===== src/rtl/micro_sequencer.sv =====
// micro_sequencer: next-address engine of the microprogrammed control unit.
//
// Computes the next microstore address from the current control word, the
// decoded instruction entry point and the status vector. It also handles
// MOC (memory-complete) waits and a single-level subroutine link register.
//
// Optional feature: define MSEQ_MOC_TIMEOUT_EN to enable the MOC watchdog.
// When the watchdog fires, the sequencer jumps to FAULT_STATE and sets the
// sticky mem_fault flag.
//
// Ports:
//   clk        system clock, rising edge
//   rst_n      asynchronous active-low reset
//   rom_word   [63:0] control word for the current state (ROM output)
//   ir_entry   [7:0]  first microstate of the decoded instruction
//   cond       [7:0]  status vector, selected by the S field
//   moc        memory operation complete
//   state      [7:0]  current microstate; this is the ROM address
//   link_q     [7:0]  subroutine return address
//   mem_wait   combinational; high while the state is held waiting for MOC
//   mem_fault  sticky watchdog timeout flag (tied 0 without the feature)
module micro_sequencer #(
  parameter logic [7:0]  RESET_STATE = 8'd0,
  parameter logic [7:0]  FAULT_STATE = 8'd255,
  parameter int unsigned TIMEOUT     = 16
) (
  input  logic        clk,
  input  logic        rst_n,
  input  logic [63:0] rom_word,
  input  logic [7:0]  ir_entry,
  input  logic [7:0]  cond,
  input  logic        moc,
  output logic [7:0]  state,
  output logic [7:0]  link_q,
  output logic        mem_wait,
  output logic        mem_fault
);

  typedef struct packed {
    logic [2:0] n;
    logic       inv;
    logic       mi;
    logic [2:0] s;
    logic       lnk;
    logic [7:0] tgt;
  } uctl_t;

  uctl_t      uc;
  logic       c, held, sel_tgt, timeout;
  logic [7:0] inc, nxt;

  assign uc = '{n: rom_word[57:55], inv: rom_word[54], mi: rom_word[53],
                s: rom_word[52:50], lnk: rom_word[49], tgt: rom_word[41:34]};

  // Bits of the control word that belong to other blocks.
  logic unused_rom;
  assign unused_rom = ^{rom_word[63:58], rom_word[48:42], rom_word[33:0]};

  assign inc      = state + 8'd1;        // 8-bit, wraps 255 -> 0
  assign c        = cond[uc.s] ^ uc.inv;
  assign held     = uc.mi & ~moc;
  assign mem_wait = held;

  // sel_tgt marks the cases where TGT was chosen, which is what arms the link.
  always_comb begin
    nxt     = inc;
    sel_tgt = 1'b0;
    case (uc.n)
      3'b000: nxt = ir_entry;
      3'b001: nxt = RESET_STATE;
      3'b010: nxt = inc;
      3'b011: begin nxt = uc.tgt; sel_tgt = 1'b1; end
      3'b100: if (c) begin nxt = uc.tgt; sel_tgt = 1'b1; end
              else nxt = inc;
      3'b101: if (c) begin nxt = uc.tgt; sel_tgt = 1'b1; end
              else nxt = ir_entry;
      3'b110: nxt = c ? state : inc;
      3'b111: nxt = link_q;
      default: nxt = inc;
    endcase
  end

  // The timeout has priority over a normal transition, but it can only fire
  // while held (moc=0), so an arriving moc always wins.
  always_ff @(posedge clk or negedge rst_n) begin
    if (!rst_n) begin
      state  <= RESET_STATE;
      link_q <= '0;
    end else if (timeout) begin
      state  <= FAULT_STATE;
    end else if (!held) begin
      state <= nxt;
      if (uc.lnk && sel_tgt) link_q <= inc;
    end
  end

`ifdef MSEQ_MOC_TIMEOUT_EN
  localparam logic [7:0] CNT_MAX = 8'(TIMEOUT - 1);

  logic [7:0] wait_cnt;
  logic       fault_q;

  assign timeout   = held && (wait_cnt == CNT_MAX);
  assign mem_fault = fault_q;

  always_ff @(posedge clk or negedge rst_n) begin
    if (!rst_n) begin
      wait_cnt <= '0;
      fault_q  <= 1'b0;
    end else if (timeout) begin
      wait_cnt <= '0;
      fault_q  <= 1'b1;
    end else if (held) begin
      if (wait_cnt != CNT_MAX) wait_cnt <= wait_cnt + 8'd1;
    end else begin
      wait_cnt <= '0;
    end
  end

  localparam int unused_cfg = 0;
`else
  assign timeout   = 1'b0;
  assign mem_fault = 1'b0;

  // Watchdog parameters have no effect when the feature is compiled out.
  localparam int unused_cfg = int'(TIMEOUT) + int'(FAULT_STATE);
`endif

endmodule


===== config.mk =====
export PLATFORM = sky130hd
export DESIGN_NAME = micro_sequencer
export DESIGN_NICKNAME = d
export VERILOG_FILES = /design/src/rtl/micro_sequencer.sv
export SDC_FILE = /design/constraint.sdc
export NUM_CORES = 1
export LEC_CHECK = 0
export BUFFER_PORTS_ARGS = -buffer_cell sky130_fd_sc_hd__buf_2
export CAP_MARGIN = 20
export CORE_ASPECT_RATIO = 1.2
export CORE_UTILIZATION = 30
export CTS_BUF_LIST = sky130_fd_sc_hd__clkbuf_4 sky130_fd_sc_hd__clkbuf_8
export CTS_CLUSTER_SIZE = 16
export DETAILED_ROUTE_END_ITERATION = 10
export PLACE_DENSITY = 0.66
export SLEW_MARGIN = 5
export SYNTH_ARGS = -nofsm -noshare
export SYNTH_HDL_FRONTEND = slang
export SYNTH_SLANG_ARGS = --single-unit

===== constraint.sdc =====
create_clock -name clk -period 2.4 [get_ports clk]
set_clock_uncertainty 0.1 [all_clocks]
set_input_delay 0.24 -clock clk [delete_from_list [all_inputs] [get_ports clk]]
set_output_delay 0.24 -clock clk [all_outputs]
set_load 0.01 [all_outputs]

======== Word-level counts from Yosys, hierarchy flattened ========
Cells that the tools add are included.
storage, ports and cells
  bits in registers ....................... 16
  latch bits .............................. 0
  RAM bits ................................ 0
  bits in read-only memories .............. 0
  memories kept ........................... 0
operators by class
  $add $sub $neg .......................... 1
  multipliers ............................. 0
  divide/modulo/power cells ............... 0
  magnitude comparators ................... 1
  eq/ne operators ......................... 8
  shift-type cells ........................ 0
  muxes and demuxes ....................... 8
  bitwise gates (word level) .............. 4
  reductions and logical operators ........ 5
operators by type and width
  operator               count
  $pmux W8 S8            1
  $mux W8                3
  $eq A3 B3 Y1 const B   4
  $add A8 B1 Y8 const B  1
  $eq A3 B2 Y1 const B   2
  $lt A3 B4 Y1 const B   1
  $reduce_and A2 Y1      2
  $bmux W1 S3            1
  $eq A3 B1 Y1 const B   1
  $logic_not A3 Y1       1
  $mux W1                2
  $ne A2 B2 Y1 const B   1
  $not A1 Y1             2
  $pmux W1 S2            1
  $reduce_or A2 Y1       1
  $and A1 B1 Y1          1
  $logic_and A1 B1 Y1    1
  $xor A1 B1 Y1          1

======== Longest topological paths before layout ========
  depth in word-level cells ............... 7
  gate-level depth with buffers ........... 8

======== Least setup slack after synthesis ========
Ideal clock, no wire load.
  path type ............................... input to register
  start ................................... input port rom_word[50]
  end ..................................... register state[2]
  data arrival time ....................... 2065 ps
  required time ........................... 2163 ps
  slack ................................... 97 ps
  stages on the path ...................... 6
  cell sequence ........................... mux4_2 > mux2i_4 > xnor2_2 > mux2_1 > a2111oi_0 > nor3_1
on the way
  word-level cells in the longest chain between the ends .. 5
  elaborated cells on any way between the ends .. 8
  those cells by class .................... eq/ne: 1; mux: 5; bitwise: 1; reduce/logical: 1
RTL lines
  item                                              line  text
  from (decl)                                       29    input logic [63:0] rom_word,
  $bmux W1 S3 (*)                                   60    assign c = cond[uc.s] ^ uc.inv;
  $mux W1 (not written as such) (*)                 60
  $xor A1 B1 Y1 (*)                                 60
  $mux W8 (tied with other cells)                   75    3'b101: if (c) begin nxt = uc.tgt; sel_tgt = 1'b1; end
  $pmux W8 S8 or $reduce_and A2 Y1 (tied branches)  n/a
  to (signal assigned)                              92    state <= nxt;
  to (decl)                                         33    output logic [7:0] state,
Every way passes the cells marked *; elsewhere a longest branch is shown, timed or not. The select of a mux whose other input is x is not followed.
A chain may end at the register's enable or synchronous reset.

======== Worst setup path in the final report ========
  start ................................... input port rom_word[50]
  end ..................................... register link_q[1]
on the way
  word-level cells in the longest chain between the ends .. 7
RTL lines
  item                           line    text
  $bmux W1 S3                    60
  $mux W1 (not written as such)  60
  $xor A1 B1 Y1                  60
  $mux W1                        73, 75
  $pmux W1 S2                    68      case (uc.n)
  $logic_and A1 B1 Y1            93      if (uc.lnk && sel_tgt) link_q <= inc;
  $reduce_and A2 Y1 (no line)    n/a
  to (signal assigned)           93
  to (decl)                      34      output logic [7:0] link_q,
No other way between the ends. The select of a mux whose other input is x is not followed.

==> run metrics <==
r2r setup slk=480 ps; WL/cell=approximately 15 um; critical path's slowest cell=mux4_2; crit path launch=rom_word[50]; Max-Cap Viols=0; fmax=roughly 440 MHz; Primary FF master, synth=dfrtp_1; post-synthesis simple-gate area fraction=about 22%; slew margin rel.=43.2%; fin. max-slew vios=0; die span in y=just under 80 um; Initial Util=around a third; IO Pins=101; R2R depth=7; Num CTS Buffers=3; area delta synth->final=25.1%; worst min-delay path class=input port to flop; H-tree depth=1; Post-synth EDFFs=0; Via density=about 5.4; status=completed; grt ovf=0; Max VDD drop=between 200 and 300 uV; slowest cell delay on critical path=approximately 530 ps; Clock Pin Slew Worst Setup and Hold Paths=roughly 60 ps; largest net degree at the start of global routing=17; CP endpoint kind=flop; syn nets=251; worst setup path end=link_q[1]; initial antenna violation count=0; Synth Area in Compound Gates=approximately 14%; fill count=about 480; most frequent cells in the layout=52 x buf_2, 16 x nand2_1, 16 x dfrtp_1; largest fanout on the critical path=8; Net count, final=approximately 310; total track usage=~16%; Sink Count=16; worst path cell trace=buf_2 > mux4_2 > mux2i_4 > xnor2_2 > o22ai_1 > and3_1 > mux2_1; vias in the first global route=between 1,000 and 1,500; Mapped Area=about 0.0015 mm^2; gate count after technology mapping=between 150 and 200; Setup-failing EPs final=0; Post-CTS Repair Setup Buffers=0; final hold vios=0; DR pass1 iterations=4; post-route minimum period=about 2300 ps; Clk Latency, worst-skew pair=approximately 250 ps; ANT nets after route=0; cell depth of the worst setup path=7; startpoint class of the critical path=input port; post-synthesis cell type count=46; RePlAce Congestion=~0.86; Lkg Pwr=0.880 nW; commonest non-fill, non-tap cell in the layout=buf_2; die extent in x=approximately 66 um; clock buffer depth=2; Core Box Area=between 0.004 and 0.005 mm^2; total die area=between 0.005 and 0.006 mm^2; worst r2r dst=state[2]; layout cell share with drive strength beyond 1=about a third; multi-input logic area=between 0.001 and 0.0015 mm^2; ys async rst share=100%; sequential area share after synthesis=between 20 and 30%; Area after DPL=0.00181 mm^2; IO Port Bufs=52; PD cells=646 mW/mm^2; main combinational cell family by area after synthesis=multiplexers; delay-heaviest family, CP=multiplexers; WL final=slightly above 4000 um; Synth Area in XOR/XNOR=4.03%; mux cell area share after synthesis=between 20% and 30%; cell row count=27; adder-cell share of the synthesized area=less than 1%; fin crit share=between 90% and 100%; Required @ worst endpoint=~2400 ps; RSZ-0062 raised after global routing=no; Hold WS=about 200 ps; critical path class=input port to flop; via count=1,500; CTS root buffer=clkbuf_8; WP data arrival=about 2300 ps; first-pass GRT wire length=6570 um; CTS tree=yes; Ys Warns=0; initial DRC count=90; # DRC=0; ANT cells=0; Sequential Area=approximately 400 um^2; DPL Wire Length=between 3000 and 4000 um; Yosys reg bits=16; Least-Margin Pin Slew=between 800 and 900 ps; post-route cell area=roughly 0.0019 mm^2; Syn Area/Cell=between 8 and 9 um^2; reg2reg start=state[0]; Fin Setup TNS=0 ps; WP buf/inv=1
flip-flops by register name (all words and copies together), names as in the netlist:
register  count
link_q        8
state         8
logic make-up (layout without fill, tap and decap cells):
family | Yosys count | count (layout)
flops | 16 | 16
other cells | 1 | 1
fa+ha+maj | 1 | 1
mux | 33 | 33
compound gates | 29 | 29
simple gates | 64 | 64
buf+inv | 17 | 69
xor+xnor | 6 | 6
repair_timing:
item / in CTS / in global routing
hold buffers: 1 / 0
hold endpoints to repair: 16 / 0
gates resized for setup: 0 / 0
worst register-to-register path: cells and delay by family, from the launching register on:
family | cells | cell delay (ps)
AOI/OAI and AO/OA | 1 | 410
DFF | 1 | 380
and+or+nand+nor | 3 | 290
adders and majority gates | 1 | 260
xor gates and xnor gates | 1 | 200
muxes | 1 | 140
through the flow:
stage	utilization [%]	cells	total power, mW	setup slack (ps)
6_report	40.0	277	1.20	125
2_1_floorplan	-	167	0.785	97.2
4_1_cts	40.0	277	1.22	141
3_5_place_dp	38.9	273	1.00	-123
3_3_place_gp	38.9	273	0.994	-102
5_1_grt	40.0	277	1.30	12.1
how the worst min path moves through the flow:
stage | start | cells after the start | end
5_1_grt | ir_entry[6] | 3 | state[6]
2_1_floorplan | rst_n | 0 | link_q[0]
3_5_place_dp | rst_n | 1 | link_q[4]
4_1_cts | ir_entry[6] | 3 | state[6]
3_3_place_gp | rst_n | 1 | state[4]
6_report | ir_entry[6] | 3 | state[6]
per-layer routing:
layer | wire length, um | GRT usage (%)
met1 | 1830 | 21.2
met3 | 207 | 2.73
met2 | 2000 | 26.0
met5 | 0 | 0
met4 | 73 | 8.30
synth_stat cells, drive strengths merged (5+ instances only):
cell type  count  area (um^2)
nor2          10         37.5
nand2         16         60.1
nor3           6         30.0
nand3          8         40.0
buf            7         47.6
inv            6         22.5
mux2          16          180
dfrtp         16          400
nand4          7         43.8
mux2i         15          163
xnor2          5         51.3
o21ai          5         36.3
layout make-up:
cell class / instances / area share, %
timing repair buffer: 60 / 17.3
multi-input combinational: 134 / 53.9
tap: 58 / 3.90
sequential: 16 / 21.5
clock buffer: 3 / 2.22
inverter: 6 / 1.21
report_power, final:
part / leakage [nW] / internal (mW) / total, mW / switching (mW)
Combinational: 0.661 / 0.269 / 0.560 / 0.292
Sequential: 0.198 / 0.359 / 0.437 / 0.0782
Clock: 0.0216 / 0.111 / 0.205 / 0.0940
Total: 0.880 / 0.739 / 1.20 / 0.464
No activity file was read; power rests on OpenSTA's default activity.
